--- config.mk ---
export PLATFORM = sky130hd
export DESIGN_NAME = lbm_stream_sequencer
export DESIGN_NICKNAME = d
export VERILOG_FILES = /design/src/rtl/lbm_stream_sequencer.sv
export SDC_FILE = /design/constraint.sdc
export NUM_CORES = 1
export LEC_CHECK = 0
export BUFFER_PORTS_ARGS = -buffer_cell sky130_fd_sc_hd__buf_2
export CAP_MARGIN = 25
export CORE_UTILIZATION = 58
export DETAILED_ROUTE_END_ITERATION = 10
export PLACE_DENSITY = 0.81
export SYNTH_ARGS = -nofsm -noshare
export SYNTH_HDL_FRONTEND = slang
export SYNTH_SLANG_ARGS = --single-unit
--- constraint.sdc ---
create_clock -name Clk -period 6.2 [get_ports Clk]
set_input_delay 0.31 -clock Clk [delete_from_list [all_inputs] [get_ports Clk]]
set_output_delay 0.31 -clock Clk [all_outputs]
set_load 0.02 [all_outputs]
--- src/rtl/lbm_stream_sequencer.sv ---
// lbm_stream_sequencer: row-major node sweep over a GRID_W x GRID_H D2Q9 lattice
// for n_steps time steps. Each node is presented with its nine streaming
// destinations and wall flags through a valid/ready handshake.
// Ports:
//   Clk, Reset         clock (rising edge), synchronous active-low reset
//   start              begin a run (sampled in IDLE only)
//   periodic_x         wrap in x (1) or bounce at side walls (0); latched on start
//   n_steps            steps to run; latched on start and clamped to MAX_TIME
//   out_ready          consumer accepts the current beat
//   out_valid          node beat valid
//   node_addr          y*GRID_W + x of the current node
//   stream_addr        direction i at [i*ADDRESS_WIDTH2 +: ADDRESS_WIDTH2]; MSB = bounce
//   LID, BOTTOM_WALL, LEFT_WALL, RIGHT_WALL  boundary flags of the current node
//   time_count         0-based index of the current step
//   step_done, done    one-cycle pulses at end of step / end of run
//   busy               high from start acceptance until done
module lbm_stream_sequencer #(
    parameter int unsigned GRID_W           = 16,
    parameter int unsigned GRID_H           = 16,
    parameter int unsigned ADDRESS_WIDTH    = $clog2(GRID_W * GRID_H),
    parameter int unsigned ADDRESS_WIDTH2   = ADDRESS_WIDTH + 1,
    parameter int unsigned MAX_TIME         = 100,
    parameter int unsigned TIME_COUNT_WIDTH = $clog2(MAX_TIME)
) (
    input  logic                          Clk,
    input  logic                          Reset,
    input  logic                          start,
    input  logic                          periodic_x,
    input  logic [TIME_COUNT_WIDTH:0]     n_steps,
    input  logic                          out_ready,
    output logic                          out_valid,
    output logic [ADDRESS_WIDTH-1:0]      node_addr,
    output logic [9*ADDRESS_WIDTH2-1:0]   stream_addr,
    output logic                          LID,
    output logic                          BOTTOM_WALL,
    output logic                          LEFT_WALL,
    output logic                          RIGHT_WALL,
    output logic [TIME_COUNT_WIDTH:0]     time_count,
    output logic                          step_done,
    output logic                          busy,
    output logic                          done
);

    localparam int unsigned AW  = ADDRESS_WIDTH;
    localparam int unsigned AW2 = ADDRESS_WIDTH2;
    localparam int unsigned TW  = TIME_COUNT_WIDTH + 1;
    localparam int unsigned SW  = ADDRESS_WIDTH + 2;

    localparam logic [1:0] S_IDLE     = 2'd0;
    localparam logic [1:0] S_RUN      = 2'd1;
    localparam logic [1:0] S_STEP_END = 2'd2;
    localparam logic [1:0] S_DONE     = 2'd3;

    localparam logic signed [SW-1:0] W_S = SW'(GRID_W);
    localparam logic signed [SW-1:0] H_S = SW'(GRID_H);
    localparam logic signed [SW-1:0] P1  = SW'(1);
    localparam logic signed [SW-1:0] M1  = {SW{1'b1}};

    logic [1:0]     state_q, state_d;
    logic [AW-1:0]  x_q, x_d, y_q, y_d;
    logic [TW-1:0]  t_q, t_d, nsteps_q, nsteps_d, n_clamp_c;
    logic           per_q, per_d;

    logic           valid_q, valid_d;
    logic [AW-1:0]  node_q, node_d;
    logic [9*AW2-1:0] stream_q, stream_d;
    logic           lid_q, lid_d, bot_q, bot_d, left_q, left_d, right_q, right_d;
    logic           step_done_q, step_done_d, busy_q, busy_d, done_q, done_d;

    assign n_clamp_c = (n_steps > TW'(MAX_TIME)) ? TW'(MAX_TIME) : n_steps;

    // Linear address of an in-range node.
    function automatic logic [AW-1:0] lin_addr(input logic [AW-1:0] x, input logic [AW-1:0] y);
        return AW'({2'b00, y} * SW'(GRID_W) + {2'b00, x});
    endfunction

    // Streaming destination of (x,y) in direction dir; y bounce beats x wrap.
    function automatic logic [AW2-1:0] dest(input logic [AW-1:0] x, input logic [AW-1:0] y,
                                            input logic per, input logic [3:0] dir);
        logic signed [SW-1:0] cx, cy, nx, ny;
        logic [AW2-1:0]       res;
        cx = '0;
        cy = '0;
        case (dir)
            4'd1:    begin cx = P1; cy = '0; end
            4'd2:    begin cx = '0; cy = P1; end
            4'd3:    begin cx = M1; cy = '0; end
            4'd4:    begin cx = '0; cy = M1; end
            4'd5:    begin cx = P1; cy = P1; end
            4'd6:    begin cx = M1; cy = P1; end
            4'd7:    begin cx = M1; cy = M1; end
            4'd8:    begin cx = P1; cy = M1; end
            default: begin cx = '0; cy = '0; end
        endcase
        nx = $signed({2'b00, x}) + cx;
        ny = $signed({2'b00, y}) + cy;
        if (ny < 0 || ny >= H_S) begin
            res = {1'b1, lin_addr(x, y)};
        end else if (nx < 0 || nx >= W_S) begin
            if (per) begin
                nx  = (nx < 0) ? (nx + W_S) : (nx - W_S);
                res = {1'b0, AW'(ny * W_S + nx)};
            end else begin
                res = {1'b1, lin_addr(x, y)};
            end
        end else begin
            res = {1'b0, AW'(ny * W_S + nx)};
        end
        return res;
    endfunction

    // Next-state and registered-output next values.
    always_comb begin
        state_d  = state_q;
        x_d      = x_q;
        y_d      = y_q;
        t_d      = t_q;
        nsteps_d = nsteps_q;
        per_d    = per_q;

        case (state_q)
            S_IDLE: begin
                if (start) begin
                    per_d    = periodic_x;
                    nsteps_d = n_clamp_c;
                    t_d      = '0;
                    x_d      = '0;
                    y_d      = '0;
                    state_d  = (n_clamp_c == '0) ? S_DONE : S_RUN;
                end
            end
            S_RUN: begin
                // out_valid is always high here, so out_ready alone means accepted
                if (out_ready) begin
                    if (x_q == AW'(GRID_W - 1)) begin
                        x_d = '0;
                        if (y_q == AW'(GRID_H - 1)) begin
                            y_d     = '0;
                            state_d = S_STEP_END;
                        end else begin
                            y_d = y_q + AW'(1);
                        end
                    end else begin
                        x_d = x_q + AW'(1);
                    end
                end
            end
            S_STEP_END: begin
                t_d     = t_q + TW'(1);
                state_d = ((t_q + TW'(1)) == nsteps_q) ? S_DONE : S_RUN;
            end
            default: begin
                state_d = S_IDLE;
            end
        endcase

        valid_d     = (state_d == S_RUN);
        step_done_d = (state_d == S_STEP_END);
        busy_d      = (state_d == S_RUN) || (state_d == S_STEP_END);
        done_d      = (state_d == S_DONE);
        node_d      = '0;
        stream_d    = '0;
        lid_d       = 1'b0;
        bot_d       = 1'b0;
        left_d      = 1'b0;
        right_d     = 1'b0;
        if (valid_d) begin
            node_d  = lin_addr(x_d, y_d);
            lid_d   = (y_d == AW'(GRID_H - 1));
            bot_d   = (y_d == '0);
            left_d  = (x_d == '0);
            right_d = (x_d == AW'(GRID_W - 1));
            for (int unsigned i = 0; i < 9; i++) begin
                stream_d[i*AW2 +: AW2] = dest(x_d, y_d, per_d, 4'(i));
            end
        end
    end

    // State and output registers.
    always_ff @(posedge Clk) begin
        if (!Reset) begin
            state_q     <= S_IDLE;
            x_q         <= '0;
            y_q         <= '0;
            t_q         <= '0;
            nsteps_q    <= '0;
            per_q       <= 1'b0;
            valid_q     <= 1'b0;
            node_q      <= '0;
            stream_q    <= '0;
            lid_q       <= 1'b0;
            bot_q       <= 1'b0;
            left_q      <= 1'b0;
            right_q     <= 1'b0;
            step_done_q <= 1'b0;
            busy_q      <= 1'b0;
            done_q      <= 1'b0;
        end else begin
            state_q     <= state_d;
            x_q         <= x_d;
            y_q         <= y_d;
            t_q         <= t_d;
            nsteps_q    <= nsteps_d;
            per_q       <= per_d;
            valid_q     <= valid_d;
            node_q      <= node_d;
            stream_q    <= stream_d;
            lid_q       <= lid_d;
            bot_q       <= bot_d;
            left_q      <= left_d;
            right_q     <= right_d;
            step_done_q <= step_done_d;
            busy_q      <= busy_d;
            done_q      <= done_d;
        end
    end

    assign out_valid   = valid_q;
    assign node_addr   = node_q;
    assign stream_addr = stream_q;
    assign LID         = lid_q;
    assign BOTTOM_WALL = bot_q;
    assign LEFT_WALL   = left_q;
    assign RIGHT_WALL  = right_q;
    assign time_count  = t_q;
    assign step_done   = step_done_q;
    assign busy        = busy_q;
    assign done        = done_q;

endmodule
==> results.ini, run 1 <==
[worst_hold_path]
holdPathStages = 3
hold_class = in2reg

[synth]
synth.most_common_cell = dfxtp_1
synthTopCellsByCount = dfxtp_1 (120), nor2_1 (74), ha_1 (64)
synth_top_area_frac = 0.297
synth_top_cell_by_area = dfxtp_1
synth_edf_count = 0
synth_cell_types = 83
syn_avg_cell_area_um2 = 8.79
async_flop_share = 0
ys_ff_latch = 120
synthCells = 922
syn_nets = 1018
seq_area_frac_synth = 0.297
synth_area_leaders = dfxtp_1 (30%), ha_1 (9.9%), xnor2_1 (6.1%)
netlist_area_mm2 = 0.00810
synth-main-ff-cell = dfxtp_1
yosysWarnings = 0

[setup_path]
critical_path.max_stage_delay_ns = 0.66
cp_max_fo = 12
crit_path_start_kind = flip-flop
cpMaxStageDelayCell = or4_1
path_cells = ha_1 > nand4_1 > o21ai_1 > o211ai_1 > nand2b_1 > inv_1 > or4_1 > or2_2 > inv_1 > fa_1 > inv_1 > ha_1 > a21oi_1 > a21oi_1 > a21oi_1 > xor2_1 > mux2_2 > a311oi_1
criticalPathCategory = reg2reg
worstSetupEndpointType = flip-flop
cp.arrival_ns = 5.69
reg2regPathDepth = 18
r2r_slack_ns = 0.86
required_ns = 6.55

[drt]
ant_nets = 0
detailroute.wirelength.met2_mm = 10.3
wl_met3_mm = 2.14
post-route-drc-count = 0
dr.pass1.iters = 5
vias = 7509
drt_iter0_markers = 717
routed_wl_mm = 22.9
top_layer = met4
via_per_inst = 6.24
met1_length_mm = 9.61
wl_per_cell_um = 19.0

[floorplan]
core_area_mm2 = 0.0135
die_h_um = 120
io_pins = 118
fp.dieW_um = 120
design.die.area_mm2 = 0.0144
rows = 42
start_util = 0.602

[power_and_ir_drop]
leakagePower_nw = 4.22
irDropWorstVdd_mv = 0.179
power.total_mw = 2.04
power.density_mw_per_mm2 = 219

[clock_network]
cts_tree = done
post_cts_resize_count = 0
clk_pin_slew_ns = 0.06
cts_setup_buffers = 0
clock_latency_ns = 0.43
cts.sinks = 120
ctsLongestPathBuffers = 2
cts_hold_buf = 0
htreeDepth = 4
cts_root_buffer = clkbuf_16
cts_buffers = 17

[sta]
fmax_ghz = 0.187
slew_viol_final = 0
fin_skew_ns = 0.0109
worst_pin_slew_ns = 0.909
rsz0062_at_grt = false
finalHoldViolations = 0
setup_viol = 0
relSlewSlack = 0.393
tns_ns = 0
timing.final.ws_setup_ns = 0.861
min_period_ns = 5.34
period_share = 0.861

[grt]
antenna_found_initial = 0
grt_pass1_vias = 7057
grt_max_degree = 68
overflow = 0
track_usage = 0.329
grt_pass1_wl_mm = 36.7

[placement]
portBuffers = 117
globalplace.congestion = 0.975
hpwl_mm = 16.3
post-place-ws_ns = 0.993
dp.cells = 1171

[cells_and_area]
syn2layout_area_growth_pct = 15.2
layout-drive-gt1-share = 0.198
stdcell_count = 1203
fin_nets = 1110
post-route-util = 0.694
antenna_cells = 0

[job]
drv_cap = 0

[run_status]
status = complete, no violations

## power breakdown
group          internal, mW  switching (mW)
Clock                 0.602           0.383
Sequential            0.790         0.00939
Combinational        0.0943           0.161
Total                  1.49           0.553
## final cells by class
| class | count | area, um2 |
|---|---|---|
| clock buffers | 18 | 439 |
| clock inverters | 14 | 149 |
| fillers | 1082 | 4120 |
| inverters | 38 | 143 |
| multi-input cells | 704 | 5270 |
| flip-flops and latches | 120 | 2400 |
| well taps | 176 | 220 |
| repair buffers | 133 | 706 |
## worst paths after layout
path	start	to
worst min-delay path	n_steps[2]	nsteps_q[2]$_SDFFE_PN0P_
worst min register to register	nsteps_q[7]$_SDFFE_PN0P_	nsteps_q[7]$_SDFFE_PN0P_
worst max-delay path	x_q[0]$_SDFF_PN0_	stream_addr[61]$_SDFF_PN0_
worst max register to register	x_q[0]$_SDFF_PN0_	stream_addr[61]$_SDFF_PN0_
## layer usage
layer,up-vias,track usage
li1,3472,-
met1,3559,0.425
met2,403,0.514
met3,75,0.0788
met4,0,0.164
met5,-,0
## cell families after synthesis
family          after synthesis  share of synthesized area
fa+ha+maj                    83                      0.146
buf+inv                      98                     0.0542
compound gates              240                      0.206
flops                       120                      0.297
xor+xnor                     88                      0.105
mux                          11                     0.0144
simple gates                282                      0.178
## per-stage QoR
step           instance area [um2]  hold slack (ns)
2_1_floorplan                 8100            0.458
3_3_place_gp                  8740            0.482
3_5_place_dp                  8740            0.499
4_1_cts                       9330            0.136
5_1_grt                       9330            0.153
6_report                      9330            0.146
## state kept, by name (all words and copies together) (netlist names)
register     flops
out_valid        1
per_q            1
LID              1
stream_addr     69
nsteps_q         8
time_count       8
state_q          2
busy             1
step_done        1
LEFT_WALL        1
x_q              8
RIGHT_WALL       1
done             1
y_q              8
BOTTOM_WALL      1
node_addr        8
## cells in the final DEF (no fill, tap or decap), types with 5 or more instances in the layout
master,count
dfxtp_1,120
buf_2,117
nor2_1,74
ha_1,64
a21oi_1,58
xnor2_1,56
nand2_1,49
inv_1,37
o21ai_0,35
nand3_1,29
a21o_1,26
xor2_1,26
nor3_1,23
nor2b_1,21
and2_1,19
fa_1,19
a211oi_1,17
clkbuf_16,17
buf_4,16
a22oi_1,14
nand4_1,13
and3_1,13
a31oi_1,10
o211ai_1,9
nor3b_1,8
a311oi_1,7
nor4_1,6
nand2b_1,6
a31o_2,6
o21ai_1,5
mux2_2,5
mux2i_1,5
## critical path: cells and delay by family, from the launching register on
kind                       cells  cell delay (ns)
buffers and inverters          3             0.56
DFF                            1             0.45
and+or+nand+nor                4             1.63
adders and majority gates      3             1.04
AOI/OAI and AO/OA              6             1.07
xor gates and xnor gates       1             0.17
muxes                          1             0.34
Note: power is estimated with default switching activity, not from simulation.
==> run 2: changes to the inputs <==
--- a/config.mk
+++ b/config.mk
@@ -7,9 +7,12 @@
 export LEC_CHECK = 0
 export BUFFER_PORTS_ARGS = -buffer_cell sky130_fd_sc_hd__buf_2
 export CAP_MARGIN = 25
-export CORE_UTILIZATION = 58
+export CELL_PAD_IN_SITES_DETAIL_PLACEMENT = 0
+export CELL_PAD_IN_SITES_GLOBAL_PLACEMENT = 1
+export CORE_ASPECT_RATIO = 1.5
+export CORE_UTILIZATION = 44
 export DETAILED_ROUTE_END_ITERATION = 10
-export PLACE_DENSITY = 0.81
+export PLACE_DENSITY = 0.93
 export SYNTH_ARGS = -nofsm -noshare
 export SYNTH_HDL_FRONTEND = slang
 export SYNTH_SLANG_ARGS = --single-unit
==> run 2 against run 1 <==
Compared with the run above: routed wire length increased by 1.6%; power fell by 0.56%; worst hold slack improved by 0.0067 ns; register-to-register slack worse by 0.22 ns; global-route usage down 7.4 points; clock skew fell by 0.0029 ns; sequential power barely moved; non-clock buffer count up 1; largest power group unchanged.
==> results.ini, run 2 (synthesized netlist as in run 1, its figures left out) <==
[worst_hold_path]
hold_class = in2reg
min_from = n_steps[2]
holdPathStages = 3

[clock_network]
htreeDepth = 4
cts.sinks = 120
clock_latency_ns = 0.43
cts_tree = done
clk_pin_slew_ns = 0.06
cts_setup_buffers = 0
cts_root_buffer = clkbuf_16
post_cts_resize_count = 0
ctsLongestPathBuffers = 2
cts_hold_buf = 0
cts_buffers = 17

[drt]
ant_nets = 0
post-route-drc-count = 0
dr.pass1.iters = 5
wl_per_cell_um = 18.7
routed_wl_mm = 23.2
vias = 7282
drt_iter0_markers = 534
via_per_inst = 5.85

[floorplan]
die_h_um = 168
core_area_mm2 = 0.0180
rows = 60
io_pins = 118
fp.dieW_um = 113
design.die.area_mm2 = 0.0190
start_util = 0.450

[sta]
period_share = 0.896
worst_pin_slew_ns = 1.02
setup_viol = 0
min_period_ns = 5.55
relSlewSlack = 0.321
tns_ns = 0
finalHoldViolations = 0
fin_skew_ns = 0.00807
rsz0062_at_grt = false
slew_viol_final = 0
fmax_ghz = 0.180

[setup_path]
critical_path.max_stage_delay_ns = 0.67
required_ns = 6.52
cpMaxStageDelayCell = or4_1
reg2regPathDepth = 17
cp_common_cell = ha_1
cp.arrival_ns = 5.88
crit_buf_inv = 2
cp_max_fo = 12
path_delay_family = simple AND/OR/NAND/NOR gates
criticalPathCategory = reg2reg
path_cells = ha_1 > nand4_1 > o21ai_1 > o211ai_1 > nand2b_1 > inv_1 > or4_1 > or2_2 > ha_1 > xor2_1 > inv_1 > ha_1 > a21oi_1 > xnor2_1 > xnor2_1 > nor2_1 > o32ai_1
crit_path_start_kind = flip-flop
r2r_start = x_q[0]$_SDFF_PN0_
cp-startpoint = x_q[0]$_SDFF_PN0_
cp_num_cells = 17
worstSetupEndpointType = flip-flop

[grt]
grt_pass1_wl_mm = 37.2
grt_pass1_vias = 7054
overflow = 0
grt_max_degree = 68
antenna_found_initial = 0
track_usage = 0.256

[job]
drv_cap = 0

[cells_and_area]
layout-drive-gt1-share = 0.198
mostFrequentLayoutCell = dfxtp_1
fin_nets = 1111
antenna_cells = 0
final_cell_mix = dfxtp_1 (120), buf_2 (117), nor2_1 (74)
post-route-util = 0.521
syn2layout_area_growth_pct = 15.8
stdcell_count = 1245
largest_register_ffs = 69

[placement]
dp.cells = 1213
hpwl_mm = 17.4
globalplace.congestion = 0.973
portBuffers = 117

[power_and_ir_drop]
power.density_mw_per_mm2 = 216
leakagePower_nw = 4.23
irDropWorstVdd_mv = 0.148

[run_status]
status = complete, no violations

==> run 2: cell count changes in the layout (fill, tap and decap cells not counted), sizes merged <==
cell,delta
buf,+1
bufinv,-1
clkbuf,-1
inv,+7
clkinv,-4
clkinvlp,-1
==> run 2: worst paths after layout <==
check | endpoint | slack, ns
worst max-delay path | stream_addr[34]$_SDFF_PN0_ | 0.65
worst min-delay path | nsteps_q[2]$_SDFFE_PN0P_ | 0.15
worst max register to register | stream_addr[34]$_SDFF_PN0_ | 0.65
worst min register to register | nsteps_q[7]$_SDFFE_PN0P_ | 0.51
==> run 2: report_power, final <==
| part | total, mW | internal (mW) | switching [mW] | leakage (nW) |
|---|---|---|---|---|
| logic | 0.258 | 0.0937 | 0.164 | 2.98 |
| registers | 0.799 | 0.790 | 0.00897 | 0.973 |
| clock network | 0.972 | 0.566 | 0.406 | 0.278 |
==> run 2: area by class of cell <==
cell class	instances	area [um2]
inverters	38	143
well taps	217	272
clock inverters	15	156
multi-input cells	704	5270
flip-flops and latches	120	2400
repair buffers	134	713
clock buffers	17	425
fillers	1744	8630
==> run 2: routing by layer <==
metal	up-vias	global-route usage	part of all wire
li1	3475	-	-
met1	3407	0.280	0.39
met2	311	0.441	0.50
met3	89	0.0518	0.056
met4	0	0.175	0.059
met5	-	0	0
==> run 2: worst register-to-register path: stages, from the launching register on <==
cell and delay [ns]:
dfxtp_1 0.46, ha_1 0.26, nand4_1 0.39, o21ai_1 0.34
o211ai_1 0.13, nand2b_1 0.24, inv_1 0.32, or4_1 0.67
or2_2 0.34, ha_1 0.35, xor2_1 0.51, inv_1 0.18
ha_1 0.37, a21oi_1 0.18, xnor2_1 0.18, xnor2_1 0.17
nor2_1 0.06, o32ai_1 0.30
==> run 2: through the flow <==
stage / power (mW) / worst slack [ns] / hold WS (ns) / instance area [um2]
after floorplan: 1.00 / 1.24 / 0.458 / 8100
after global routing: 2.11 / 0.255 / 0.170 / 9380
after CTS: 2.04 / 0.707 / 0.136 / 9380
final: 2.03 / 0.646 / 0.152 / 9380
after detailed placement: 1.07 / 0.776 / 0.493 / 8800
after global placement: 1.07 / 0.877 / 0.485 / 8800
